===== src/rtl/multicycle_control_fsm_if.sv =====
// Control/status bundle between the multicycle sequencer (master) and the datapath (slave).
interface multicycle_control_fsm_if;
  logic [31:0] Instr;
  logic        Zero;
  logic        mem_ready;
  logic        PCWrite;
  logic        AdrSrc;
  logic        MemWrite;
  logic        IRWrite;
  logic        RegWrite;
  logic [1:0]  ResultSrc;
  logic [1:0]  ALUSrcA;
  logic [1:0]  ALUSrcB;
  logic [2:0]  ALUControl;
  logic [2:0]  ImmSrc;
  logic        illegal_instr;
  logic [3:0]  state;

  modport master (
    input  Instr, Zero, mem_ready,
    output PCWrite, AdrSrc, MemWrite, IRWrite, RegWrite, ResultSrc, ALUSrcA, ALUSrcB,
           ALUControl, ImmSrc, illegal_instr, state
  );

  modport slave (
    output Instr, Zero, mem_ready,
    input  PCWrite, AdrSrc, MemWrite, IRWrite, RegWrite, ResultSrc, ALUSrcA, ALUSrcB,
           ALUControl, ImmSrc, illegal_instr, state
  );
endinterface


===== src/rtl/multicycle_control_fsm.sv =====
// Moore sequencer for the multicycle RV32I-subset core: walks each instruction through
// fetch/decode/execute/writeback and drives datapath selects, enables and the ALU code.
module multicycle_control_fsm #(
  parameter bit MEM_HANDSHAKE = 1'b1,
  parameter bit SLT_EN        = 1'b1
) (
  input logic                      clk,
  input logic                      reset,
  multicycle_control_fsm_if.master bus
);

  typedef enum logic [3:0] {
    StFetch    = 4'd0,
    StDecode   = 4'd1,
    StMemAdr   = 4'd2,
    StMemRead  = 4'd3,
    StMemWb    = 4'd4,
    StMemWrite = 4'd5,
    StExecR    = 4'd6,
    StExecI    = 4'd7,
    StAluWb    = 4'd8,
    StBeq      = 4'd9,
    StJal      = 4'd10,
    StJalr     = 4'd11,
    StJalrWb   = 4'd12
  } state_e;

  localparam logic [6:0] OpLoad  = 7'b0000011;
  localparam logic [6:0] OpStore = 7'b0100011;
  localparam logic [6:0] OpR     = 7'b0110011;
  localparam logic [6:0] OpI     = 7'b0010011;
  localparam logic [6:0] OpLui   = 7'b0110111;
  localparam logic [6:0] OpBeq   = 7'b1100011;
  localparam logic [6:0] OpJal   = 7'b1101111;
  localparam logic [6:0] OpJalr  = 7'b1100111;

  state_e state_q, state_d;

  logic [6:0] opcode;
  logic [2:0] funct3;
  logic [6:0] funct7;
  logic       ready;
  logic       unused_bits;

  assign opcode      = bus.Instr[6:0];
  assign funct3      = bus.Instr[14:12];
  assign funct7      = bus.Instr[31:25];
  assign ready       = MEM_HANDSHAKE ? bus.mem_ready : 1'b1;
  assign unused_bits = ^{bus.Instr[24:15], bus.Instr[11:7]};

  // R/I-type funct legality is resolved here so illegal encodings never reach execute.
  logic r_legal, i_legal;
  always_comb begin
    r_legal = 1'b0;
    unique case (funct3)
      3'b000:         r_legal = (funct7 == 7'b0000000) || (funct7 == 7'b0100000);
      3'b110, 3'b111: r_legal = (funct7 == 7'b0000000);
      3'b010:         r_legal = SLT_EN && (funct7 == 7'b0000000);
      default:        r_legal = 1'b0;
    endcase
    i_legal = (funct3 == 3'b000) || (funct3 == 3'b110) || (funct3 == 3'b111);
  end

  always_ff @(posedge clk or posedge reset) begin
    if (reset) state_q <= StFetch;
    else       state_q <= state_d;
  end

  logic       pc_update, branch;
  logic       adr_src, mem_write, ir_write, reg_write, illegal;
  logic [1:0] result_src, src_a, src_b;
  logic [2:0] alu_ctrl, imm_src;

  always_comb begin
    state_d    = state_q;
    pc_update  = 1'b0;
    branch     = 1'b0;
    adr_src    = 1'b0;
    mem_write  = 1'b0;
    ir_write   = 1'b0;
    reg_write  = 1'b0;
    illegal    = 1'b0;
    result_src = 2'b00;
    src_a      = 2'b00;
    src_b      = 2'b00;
    alu_ctrl   = 3'b000;
    imm_src    = 3'b000;

    case (state_q)
      StFetch: begin
        src_b      = 2'b10;
        result_src = 2'b10;
        ir_write   = ready;
        pc_update  = ready;
        if (ready) state_d = StDecode;
      end
      StDecode: begin
        src_a   = 2'b01;
        src_b   = 2'b01;
        imm_src = (opcode == OpJal) ? 3'b011 : 3'b010;
        case (opcode)
          OpLoad, OpStore: state_d = StMemAdr;
          OpR:    if (r_legal) state_d = StExecR; else begin state_d = StFetch; illegal = 1'b1; end
          OpI:    if (i_legal) state_d = StExecI; else begin state_d = StFetch; illegal = 1'b1; end
          OpLui:  state_d = StExecI;
          OpBeq:  state_d = StBeq;
          OpJal:  state_d = StJal;
          OpJalr: state_d = StJalr;
          default: begin
            state_d = StFetch;
            illegal = 1'b1;
          end
        endcase
      end
      StMemAdr: begin
        src_a   = 2'b10;
        src_b   = 2'b01;
        imm_src = (opcode == OpStore) ? 3'b001 : 3'b000;
        state_d = (opcode == OpStore) ? StMemWrite : StMemRead;
      end
      StMemRead: begin
        adr_src = 1'b1;
        if (ready) state_d = StMemWb;
      end
      StMemWb: begin
        result_src = 2'b01;
        reg_write  = 1'b1;
        state_d    = StFetch;
      end
      StMemWrite: begin
        adr_src   = 1'b1;
        mem_write = 1'b1;
        if (ready) state_d = StFetch;
      end
      StExecR: begin
        src_a = 2'b10;
        case (funct3)
          3'b000:  alu_ctrl = (funct7 == 7'b0100000) ? 3'b001 : 3'b000;
          3'b110:  alu_ctrl = 3'b011;
          3'b111:  alu_ctrl = 3'b010;
          3'b010:  alu_ctrl = 3'b101;
          default: alu_ctrl = 3'b000;
        endcase
        state_d = StAluWb;
      end
      StExecI: begin
        src_a = 2'b10;
        src_b = 2'b01;
        if (opcode == OpLui) begin
          imm_src  = 3'b100;
          alu_ctrl = 3'b100;
        end else begin
          case (funct3)
            3'b110:  alu_ctrl = 3'b011;
            3'b111:  alu_ctrl = 3'b010;
            default: alu_ctrl = 3'b000;
          endcase
        end
        state_d = StAluWb;
      end
      StAluWb: begin
        reg_write = 1'b1;
        state_d   = StFetch;
      end
      StBeq: begin
        src_a    = 2'b10;
        alu_ctrl = 3'b001;
        branch   = 1'b1;
        state_d  = StFetch;
      end
      StJal: begin
        // PC <= target latched in ALUOut during decode; OldPC+4 rides to ALUWB.
        src_a     = 2'b01;
        src_b     = 2'b10;
        pc_update = 1'b1;
        state_d   = StAluWb;
      end
      StJalr: begin
        src_a      = 2'b10;
        src_b      = 2'b01;
        result_src = 2'b10;
        pc_update  = 1'b1;
        state_d    = StJalrWb;
      end
      StJalrWb: begin
        src_a      = 2'b01;
        src_b      = 2'b10;
        result_src = 2'b10;
        reg_write  = 1'b1;
        state_d    = StFetch;
      end
      default: state_d = StFetch;
    endcase
  end

  // Reset forces every output low so an aborted access issues no further strobes.
  always_comb begin
    bus.PCWrite       = ~reset & (pc_update | (branch & bus.Zero));
    bus.AdrSrc        = ~reset & adr_src;
    bus.MemWrite      = ~reset & mem_write;
    bus.IRWrite       = ~reset & ir_write;
    bus.RegWrite      = ~reset & reg_write;
    bus.illegal_instr = ~reset & illegal;
    bus.ResultSrc     = reset ? 2'b00 : result_src;
    bus.ALUSrcA       = reset ? 2'b00 : src_a;
    bus.ALUSrcB       = reset ? 2'b00 : src_b;
    bus.ALUControl    = reset ? 3'b000 : alu_ctrl;
    bus.ImmSrc        = reset ? 3'b000 : imm_src;
    bus.state         = reset ? 4'd0 : state_q;
  end

endmodule


===== src/flat_wrapper.sv =====
// flat-port wrapper written by rule: the top's interface ports become plain ports
module multicycle_control_fsm_flat 
#(
  parameter bit MEM_HANDSHAKE = 1'b1,
  parameter bit SLT_EN        = 1'b1
)
  (clk, reset, bus_Instr, bus_Zero, bus_mem_ready, bus_PCWrite, bus_AdrSrc, bus_MemWrite, bus_IRWrite, bus_RegWrite, bus_ResultSrc, bus_ALUSrcA, bus_ALUSrcB, bus_ALUControl, bus_ImmSrc, bus_illegal_instr, bus_state);
  multicycle_control_fsm_if bus_i ();
  input logic clk;
  input logic reset;
  input wire logic [$bits(bus_i.Instr)-1:0] bus_Instr;
  input wire logic [$bits(bus_i.Zero)-1:0] bus_Zero;
  input wire logic [$bits(bus_i.mem_ready)-1:0] bus_mem_ready;
  output wire logic [$bits(bus_i.PCWrite)-1:0] bus_PCWrite;
  output wire logic [$bits(bus_i.AdrSrc)-1:0] bus_AdrSrc;
  output wire logic [$bits(bus_i.MemWrite)-1:0] bus_MemWrite;
  output wire logic [$bits(bus_i.IRWrite)-1:0] bus_IRWrite;
  output wire logic [$bits(bus_i.RegWrite)-1:0] bus_RegWrite;
  output wire logic [$bits(bus_i.ResultSrc)-1:0] bus_ResultSrc;
  output wire logic [$bits(bus_i.ALUSrcA)-1:0] bus_ALUSrcA;
  output wire logic [$bits(bus_i.ALUSrcB)-1:0] bus_ALUSrcB;
  output wire logic [$bits(bus_i.ALUControl)-1:0] bus_ALUControl;
  output wire logic [$bits(bus_i.ImmSrc)-1:0] bus_ImmSrc;
  output wire logic [$bits(bus_i.illegal_instr)-1:0] bus_illegal_instr;
  output wire logic [$bits(bus_i.state)-1:0] bus_state;
  assign bus_i.Instr = bus_Instr;
  assign bus_i.Zero = bus_Zero;
  assign bus_i.mem_ready = bus_mem_ready;
  assign bus_PCWrite = bus_i.PCWrite;
  assign bus_AdrSrc = bus_i.AdrSrc;
  assign bus_MemWrite = bus_i.MemWrite;
  assign bus_IRWrite = bus_i.IRWrite;
  assign bus_RegWrite = bus_i.RegWrite;
  assign bus_ResultSrc = bus_i.ResultSrc;
  assign bus_ALUSrcA = bus_i.ALUSrcA;
  assign bus_ALUSrcB = bus_i.ALUSrcB;
  assign bus_ALUControl = bus_i.ALUControl;
  assign bus_ImmSrc = bus_i.ImmSrc;
  assign bus_illegal_instr = bus_i.illegal_instr;
  assign bus_state = bus_i.state;
  multicycle_control_fsm #(.MEM_HANDSHAKE(MEM_HANDSHAKE), .SLT_EN(SLT_EN)) u_core (.clk(clk), .reset(reset), .bus(bus_i));
endmodule

===== config.mk =====
export PLATFORM = sky130hd
export DESIGN_NAME = multicycle_control_fsm_flat
export DESIGN_NICKNAME = d
export VERILOG_FILES = /design/src/rtl/multicycle_control_fsm_if.sv /design/src/rtl/multicycle_control_fsm.sv /design/src/flat_wrapper.sv
export SDC_FILE = /design/constraint.sdc
export NUM_CORES = 1
export LEC_CHECK = 0
export ABC_AREA = 1
export BUFFER_PORTS_ARGS = -buffer_cell sky130_fd_sc_hd__buf_2
export CORE_UTILIZATION = 41
export DETAILED_ROUTE_END_ITERATION = 7
export HOLD_SLACK_MARGIN = 0.12
export PLACE_DENSITY = 0.92
export SLEW_MARGIN = 20
export SYNTH_ARGS = -nofsm -noshare
export SYNTH_HDL_FRONTEND = slang
export SYNTH_SLANG_ARGS = --single-unit

===== constraint.sdc =====
create_clock -name clk -period 1.6 [get_ports clk]
set_input_delay 0.32 -clock clk [delete_from_list [all_inputs] [get_ports clk]]
set_output_delay 0.32 -clock clk [all_outputs]
set_load 0.02 [all_outputs]

==> metrics.txt <==
minimum clock period 2.08 ns; DR vias/cell 6.74; Vias 1860; register cell area after layout 105 um2; Regs by FF count u_core.state_q (4); slowest cell on the critical path dfrtp_2; Die H 46.6 um; largest register by flop count u_core.state_q; Critical Path Sink Type primary output; share of the synthesized area in the top cell type 18.4%; Routed WL per cell 21.4 um; average size of a mapped cell 4.95 um2; Tot GR Track Use 46.2%; initial antenna violation count 0; Multi-input gate area 752 um2; Synth top cells by count nand2_1, inv_1, nor2_1; ant diodes 0; TritonCTS Buffers 3; Cell Rows 15; Die ar. 2180 um2; Worst Hold Class input pin to async pin; I/O pin cnt 58; Data required, critical path 1.28 ns; PD cells 790 nW/um2; post-synthesis cell type with the largest combined area nand2_1; Crit Path Category flop to primary output; P&R area growth vs syn 103%; Initial Utilization 45.3%; synthesized instance count 165; DRC errors left 0; failing checks setup timing; post-route setup slack -0.479 ns; max-cap violation count 0; cell area after synthesis 817 um2; Final ANT Viol Nets 0; synthesis-stage register bit count 4; clock sinks 4; fmax 481 MHz; most common flop cell mapped by yosys dfrtp_1; core area 1800 um2; slew margin rel. 72.2%; worst reg-to-reg path cell count 8; largest net degree at the start of global routing 18; Clock Skew 0.00821 ns; critical path startpoint category flop; period utilisation layout 130%; layout cells sized above 1 52.2%; Finished Layout Cells 276; H-tree depth reported by CTS 1; placed insts 259; maximum net fanout on the critical path 4; ranking of synthesized cells by area nand2_1, inv_1, nor2_1; global route overflow 0; CTS Hold Bufs 0; Root Driver clkbuf_4; number of flops mapped to enable cells by yosys 0; FILL cells 78; max reg flops 4; Total Neg Setup Slack -6.72 ns; Synth warnings 0; port bufs 42; CTS tree done; register area share after synthesis 12.3%; Max VDD drop 0.973 mV; vias in the first global route 1458; critical path, cell by cell buf_6 > nor2_4 > buf_4 > nand2_1 > nand2_1 > inv_1 > a21oi_2 > buf_6; most frequent cell after synthesis nand2_1; first-pass GRT wire length 6.97 mm; max incr delay on CP 0.46 ns; CTS max path bufs 2; post-DP HPWL 2.26 mm; LEAKAGE 0.895 nW; CTS clk-pin slew, worst paths 0.04 ns; Routed WL 5.91 mm; ys async rst share 100%; setup violators final 21; status finished with violations; latest clock arrival within the worst-skew pair 0.25 ns; Die Wd 46.6 um; max-slew violations 0; DRT iter0 DRCs 238; arrival time worst endpoint 1.76 ns; syn_nets 201; gp weighted congestion 0.940; Unique masters post-synth 21; RSZ-0062 raised after global routing yes; actual slew at the worst max-slew pin 0.417 ns; number of hold violations in the final report 0; Final nets 289; Detailed Routing Iterations Pass 1 6
==> power by group <==
group | switching, mW | total, mW | leakage (nW) | internal [mW]
combinational | 0.582 | 1.01 | 0.834 | 0.428
clock | 0.0504 | 0.135 | 0.0138 | 0.0845
sequential | 0.0478 | 0.167 | 0.0476 | 0.120
total | 0.680 | 1.31 | 0.895 | 0.632
==> critical path, delay by kind of cell (launching register included) <==
| kind | cells | cell delay, ns |
|---|---|---|
| AO/OA/AOI/OAI | 1 | 0.14 |
| AND/OR/NAND/NOR | 3 | 0.37 |
| buffers and inverters | 4 | 0.54 |
| flip-flops | 1 | 0.46 |
==> path summary, 6_finish.rpt <==
kind                                               startpoint  slack (ns)                             to
worst max-delay path            u_core.state_q[2]$_DFFE_PP0P_       -0.48              bus_ALUControl[0]
worst min-delay path                                    reset        0.47  u_core.state_q[3]$_DFFE_PP0P_
worst max register to register  u_core.state_q[3]$_DFFE_PP0P_       -0.22  u_core.state_q[0]$_DFFE_PP0P_
worst min register to register  u_core.state_q[1]$_DFFE_PP0P_        0.79  u_core.state_q[3]$_DFFE_PP0P_
max in group asynchronous                               reset        1.01  u_core.state_q[2]$_DFFE_PP0P_
min in group clk                                bus_mem_ready        0.47  u_core.state_q[2]$_DFFE_PP0P_
==> repair_timing <==
| item | 4_1_cts | 5_1_grt |
|---|---|---|
| pin swaps | 13 | 11 |
| cloned | 0 | 0 |
| buffers inserted | 9 | 5 |
| endpoints found under the setup margin | 20 | 21 |
| resized for setup | 49 | 32 |
==> through the flow <==
step | hold WS (ns) | setup WS (ns) | util, % | cell area [um2] | total power [mW]
floorplan | 0.319 | 0.0119 | - | 823 | 0.445
global placement | 0.585 | -0.0877 | 70.8 | 1270 | 0.726
detailed placement | 0.577 | -0.138 | 70.8 | 1270 | 0.749
CTS | 0.355 | -0.219 | 83.6 | 1510 | 1.02
global route | 0.489 | -0.540 | 92.2 | 1660 | 1.34
finish | 0.467 | -0.479 | 92.2 | 1660 | 1.31
==> final cells by class <==
type	instances	area share [%]
Multi-Input combinational cell	129	45.3
Timing Repair Buffer	85	38.2
Inverter	30	6.93
Sequential cell	4	6.33
Tap cell	25	1.88
Clock buffer	3	1.36
==> placed cells by master (no fill, tap or decap), types with 2 or more instances in the layout <==
master	count
o21a_1	2
o21ai_0	2
nand4_1	3
buf_6	15
clkbuf_4	3
dfrtp_2	4
nor3_1	4
nor2_1	25
o21ai_2	2
nand2_2	6
nor3_2	2
nand2_1	31
nand2_4	4
a21oi_1	6
inv_2	7
nor2_2	3
nand3_1	18
nor2_4	7
o21ai_1	2
buf_2	24
buf_4	46
nand3_2	2
inv_1	22
==> logic make-up after synthesis <==
| kind of cell | share of synthesized area, % |
|---|---|
| AOI/OAI and AO/OA | 14.9 |
| DFF | 12.3 |
| buffers and inverters | 14.7 |
| and+or+nand+nor | 58.2 |
==> metal layers <==
metal | track usage (%) | wire length [um] | up-vias
li1 | - | - | 705
met1 | 44.8 | 1810 | 779
met2 | 75.3 | 2330 | 257
met3 | 27.8 | 950 | 119
met4 | 25.7 | 822 | 0
met5 | 0 | 0 | -
No activity file was read; power rests on OpenSTA's default activity.
